`config.mk`:
```
export PLATFORM = sky130hd
export DESIGN_NAME = mdu_divider
export DESIGN_NICKNAME = d
export VERILOG_FILES = /design/src/rtl/mdu_divider.sv
export SDC_FILE = /design/constraint.sdc
export NUM_CORES = 1
export LEC_CHECK = 0
export BUFFER_PORTS_ARGS = -buffer_cell sky130_fd_sc_hd__buf_2
export CAP_MARGIN = 30
export CORE_UTILIZATION = 51
export CTS_CLUSTER_SIZE = 30
export DETAILED_ROUTE_END_ITERATION = 6
export GPL_ROUTABILITY_DRIVEN = 0
export GPL_TIMING_DRIVEN = 1
export PLACE_DENSITY = 0.82
export REMOVE_ABC_BUFFERS = 1
export SYNTH_ARGS = -nofsm -noshare
export SYNTH_HDL_FRONTEND = slang
export SYNTH_SLANG_ARGS = --single-unit
```
`constraint.sdc`:
```
create_clock -name clk -period 3.7 [get_ports clk]
set_input_delay 0.37 -clock clk [delete_from_list [all_inputs] [get_ports clk]]
set_output_delay 0.37 -clock clk [all_outputs]
set_load 0.005 [all_outputs]
```
`src/rtl/mdu_divider.sv`:
```
// mdu_divider: iterative restoring divider for DIV/DIVU, HI = remainder, LO = quotient
module mdu_divider #(
    parameter int WIDTH = 32,
    parameter int CNT_W = 6
) (
    input  logic             clk,
    input  logic             rst_n,
    input  logic             start,
    input  logic             is_signed,
    input  logic [WIDTH-1:0] dividend,
    input  logic [WIDTH-1:0] divisor,
    output logic             busy,
    output logic             done,
    output logic [WIDTH-1:0] quotient,
    output logic [WIDTH-1:0] remainder,
    output logic             div_by_zero
);
    typedef enum logic [1:0] {IDLE, RUN, FIX} state_t;

    state_t           state_q, state_d;
    logic [WIDTH-1:0] mq_q, mq_d, dvs_q, dvs_d, pr_q, pr_d, quo_q, quo_d, rem_q, rem_d;
    logic [CNT_W-1:0] cnt_q, cnt_d;
    logic             nd_q, nd_d, ns_q, ns_d, busy_q, busy_d, done_q, done_d, dbz_q, dbz_d;
    logic [WIDTH:0]   shifted, diff;
    logic             borrow;

    // partial remainder is always below the divisor, so the top bit of the
    // WIDTH+1-bit difference is set exactly when the trial subtract borrows
    assign shifted = {pr_q, mq_q[WIDTH-1]};
    assign diff    = shifted - {1'b0, dvs_q};
    assign borrow  = diff[WIDTH];

    assign busy        = busy_q;
    assign done        = done_q;
    assign quotient    = quo_q;
    assign remainder   = rem_q;
    assign div_by_zero = dbz_q;

    // next-state: operand capture, one quotient bit per RUN cycle, sign fix-up
    always_comb begin
        state_d = state_q;
        mq_d    = mq_q;
        dvs_d   = dvs_q;
        pr_d    = pr_q;
        quo_d   = quo_q;
        rem_d   = rem_q;
        cnt_d   = cnt_q;
        nd_d    = nd_q;
        ns_d    = ns_q;
        busy_d  = busy_q;
        done_d  = 1'b0;
        dbz_d   = dbz_q;
        case (state_q)
            IDLE: begin
                if (start && divisor == '0) begin
                    quo_d  = '1;
                    rem_d  = dividend;
                    dbz_d  = 1'b1;
                    done_d = 1'b1;
                end else if (start) begin
                    nd_d    = is_signed & dividend[WIDTH-1];
                    ns_d    = is_signed & divisor[WIDTH-1];
                    mq_d    = nd_d ? -dividend : dividend;
                    dvs_d   = ns_d ? -divisor : divisor;
                    pr_d    = '0;
                    cnt_d   = '0;
                    busy_d  = 1'b1;
                    state_d = RUN;
                end
            end
            RUN: begin
                pr_d    = borrow ? shifted[WIDTH-1:0] : diff[WIDTH-1:0];
                mq_d    = {mq_q[WIDTH-2:0], ~borrow};
                cnt_d   = cnt_q + 1'b1;
                state_d = (cnt_q == CNT_W'(WIDTH - 1)) ? FIX : RUN;
            end
            FIX: begin
                quo_d   = (nd_q ^ ns_q) ? -mq_q : mq_q;
                rem_d   = nd_q ? -pr_q : pr_q;
                dbz_d   = 1'b0;
                done_d  = 1'b1;
                busy_d  = 1'b0;
                state_d = IDLE;
            end
            default: state_d = IDLE;
        endcase
    end

    // state registers, cleared asynchronously so a reset abandons any operation
    always_ff @(posedge clk or negedge rst_n) begin
        if (!rst_n) begin
            state_q <= IDLE;
            mq_q    <= '0;
            dvs_q   <= '0;
            pr_q    <= '0;
            quo_q   <= '0;
            rem_q   <= '0;
            cnt_q   <= '0;
            nd_q    <= 1'b0;
            ns_q    <= 1'b0;
            busy_q  <= 1'b0;
            done_q  <= 1'b0;
            dbz_q   <= 1'b0;
        end else begin
            state_q <= state_d;
            mq_q    <= mq_d;
            dvs_q   <= dvs_d;
            pr_q    <= pr_d;
            quo_q   <= quo_d;
            rem_q   <= rem_d;
            cnt_q   <= cnt_d;
            nd_q    <= nd_d;
            ns_q    <= ns_d;
            busy_q  <= busy_d;
            done_q  <= done_d;
            dbz_q   <= dbz_d;
        end
    end
endmodule

```
==> impl_metrics.env <==
export IMPL_synth_distinct_cells=70
export IMPL_synth_adder_area_share=0.0424
export IMPL_grt_pass1_vias=9548
export IMPL_ctsResizeCount=0
export IMPL_multiInputGateArea_um2=6540
export IMPL_worstPathArrival_ns=3.75
export IMPL_drt_initial_drc_count=867
export IMPL_stdcell_count=1753
export IMPL_synth_mux_area_frac=0.00527
export IMPL_die_y_um=152
export IMPL_fp_dieW_um=152
export IMPL_end_kind="flip-flop"
export IMPL_ys_top_cells_by_count="dfrtp_1 (173), nand2_1 (173), o21ai_0 (123)"
export IMPL_cts_buffer_depth=2
export IMPL_syn_area_um2=11400
export IMPL_n_antenna_cell=0
export IMPL_synth_area_top_cells="dfrtp_1 (38%), xnor2_1 (6.5%), nand2_1 (5.7%)"
export IMPL_pin_count=135
export IMPL_viasPerCell=5.97
export IMPL_ys_flop_type="dfrtp_1"
export IMPL_final_hold_viol_count=0
export IMPL_die_area_um2=23000
export IMPL_r2r_start="mq_q[31]"
export IMPL_cts_setup_buffers=0
export IMPL_areaGrowthSynthToFinish_pct=13.9
export IMPL_clock_fmax_ghz=0.292
export IMPL_synth_edf_count=0
export IMPL_clkTransAtPathRegs_ns=0.06
export IMPL_n_fill_cell=1920
export IMPL_synth_seq_cells=173
export IMPL_portBuffers=134
export IMPL_cts_tree="done"
export IMPL_final_max_slew_viol_count=0
export IMPL_wirelength_um=29600
export IMPL_worstHoldPathType="in2async"
export IMPL_swShare=0.451
export IMPL_rsz0062_at_grt="no"
export IMPL_core_um2=21900
export IMPL_critical_path_class="reg2reg"
export IMPL_synth_cells=1364
export IMPL_ys_seq_area_frac=0.380
export IMPL_ir_drop_uv=801
export IMPL_synth_top_family_by_area="compound AO/OA/AOI/OAI gates"
export IMPL_worstPathRequired_ns=4.03
export IMPL_seq_area_um2=4330
export IMPL_setup_ws_ns=0.279
export IMPL_share_seq_of_total_power=0.283
export IMPL_cap_violations=0
export IMPL_r2r_setup_slack_ns=0.28
export IMPL_fin_crit_sh=0.925
export IMPL_power_density_nw_per_um2=983
export IMPL_wire_per_inst_um=16.9
export IMPL_cts_max_level=4
export IMPL_leakage_uw=0.00569
export IMPL_vias=10500
export IMPL_clock_sinks=173
export IMPL_worstSkewPairLatency_ns=0.44
export IMPL_comb_power_share=0.567
export IMPL_synth_simple_area_share=0.182
export IMPL_grt_pass1_wl_um=47300
export IMPL_ys_async_sr_fraction=1.00
export IMPL_maxSlewHeadroom=0.300
export IMPL_dp_hpwl_um=21500
export IMPL_status="finished, final reports clean"
export IMPL_tightest_slew_ns=1.05
export IMPL_start_util=0.521
export IMPL_internal_power_uw=7000
export IMPL_dpl_instance_area_um2=12400
export IMPL_p_sw_uw=5760
export IMPL_grt_usage=0.262
export IMPL_dp_slack_ns=0.375
export IMPL_drive_gt1_frac=0.141
export IMPL_layout_nets=1566
export IMPL_synth_compound_area_frac=0.221
export IMPL_syn_area_per_cell_um2=8.36
export IMPL_pwr_share_clk=0.150
export IMPL_start_kind="flip-flop"
export IMPL_overflow=0
export IMPL_firstDrtPassIters=7
export IMPL_utilization=0.593
export IMPL_grt_max_degree=100
export IMPL_antenna_found_initial=1
export IMPL_num_rows=54
export IMPL_fin_crit_ns=3.42
export IMPL_place_inst=1721
export IMPL_hold_buffers=0
export IMPL_setup_viol=0
export IMPL_drc=0
export IMPL_yosys_warnings=0
export IMPL_root_buffer="clkbuf_16"
export IMPL_fin_area_um2=13000
export IMPL_reg2reg_depth=13
export IMPL_cts_made_buffers=17
export IMPL_fin_skew_ns=0.0134
export IMPL_synth_xor_area_frac=0.118
export IMPL_cp_max_fo=20
export IMPL_synth_top_area_share=0.380
export IMPL_antenna_left=0
export IMPL_timing_rr_end="pr_q[31]"
export IMPL_yosysTopAreaCell="dfrtp_1"
## cell families (layout without fill, tap and decap cells)
group	after synthesis	after routing
buffers and inverters	150	259
xor gates and xnor gates	153	153
muxes	6	6
adders and majority gates	38	38
and+or+nand+nor	450	450
AOI/OAI and AO/OA	394	394
DFF	173	173
## sequential cells by signal, indices dropped and copies added, names as in the netlist
| register | cells |
|---|---|
| quotient | 32 |
| done | 1 |
| div_by_zero | 1 |
| pr_q | 32 |
| busy | 1 |
| mq_q | 32 |
| dvs_q | 32 |
| ns_q | 1 |
| nd_q | 1 |
| state_q | 2 |
| cnt_q | 6 |
| remainder | 32 |
## power groups by stage
stage | logic, µW | clock network (µW) | registers [µW]
final | 7240 | 1910 | 3610
after global routing | 8030 | 2000 | 3720
after CTS | 7150 | 1920 | 3590
after detailed placement | 7060 | 0 | 3620
after global placement | 6840 | 0 | 3570
after floorplan | 5060 | 0 | 3370
## critical path, cell delays in order, from the launching register on
cell	delay (ns)
dfrtp_1	0.34
inv_1	0.11
ha_1	0.26
fa_1	0.42
nand2b_1	0.20
a21oi_1	0.28
o21a_1	0.23
o31ai_1	0.11
a211oi_1	0.33
o21ai_1	0.20
xor2_4	0.20
buf_4	0.22
a221o_1	0.27
o21ai_0	0.14
## metal layers
| layer | track usage | routed length, µm | up-vias |
|---|---|---|---|
| met5 | 0 | 16 | - |
| met4 | 0.113 | 1020 | 2 |
| met3 | 0.0458 | 2180 | 77 |
| met2 | 0.431 | 13800 | 428 |
| met1 | 0.338 | 12600 | 4912 |
| li1 | - | - | 5045 |
## worst max path at each step
stage	depth (start not counted)	slack, ns	start	to
after detailed placement	13	0.37	mq_q[31]	pr_q[31]
after global routing	13	0.04	mq_q[31]	pr_q[31]
after global placement	13	0.40	mq_q[31]	pr_q[31]
final	13	0.28	mq_q[31]	pr_q[31]
after floorplan	11	-0.93	mq_q[31]	mq_q[0]
after CTS	13	0.31	mq_q[31]	pr_q[31]
## final cells by class
| type | instances | area share |
|---|---|---|
| timing repair buffer | 156 | 0.0677 |
| multi-input combinational | 1041 | 0.503 |
| sequential | 173 | 0.333 |
| inverter | 71 | 0.0205 |
| tap | 280 | 0.0270 |
| clock inverter | 11 | 0.0120 |
| clock buffer | 21 | 0.0362 |
## metrics by stage
step                hold WS (ns)  total power, µW  TNS [ns]
floorplan                 0.0744             8430    -33.16
global placement           0.462            10400         0
detailed placement         0.470            10700         0
CTS                       0.0763            12700         0
global route               0.105            13800         0
finish                    0.0176            12800         0
## cells in the final DEF, fill, tap and decap left out, types with 9 or more instances in the layout
cell | Yosys | routed
ha_1 | 37 | 37
nor4_1 | 11 | 11
dfrtp_1 | 173 | 173
xor2_1 | 68 | 67
inv_1 | 71 | 71
nand2_1 | 173 | 173
a21oi_1 | 91 | 91
buf_2 | 5 | 133
nand2b_1 | 11 | 10
a32oi_1 | 9 | 9
o31ai_1 | 29 | 29
a31oi_1 | 33 | 32
and3_1 | 10 | 10
xnor2_1 | 85 | 85
a222oi_1 | 18 | 18
or3_1 | 17 | 17
o21ai_0 | 123 | 123
o41ai_1 | 10 | 10
nor2_1 | 113 | 112
nand3_1 | 31 | 31
buf_4 | 0 | 19
clkbuf_16 | 0 | 17
a21o_1 | 15 | 15
nor3_1 | 38 | 38
o311ai_0 | 18 | 18
Power figures use the tool's default switching activity.
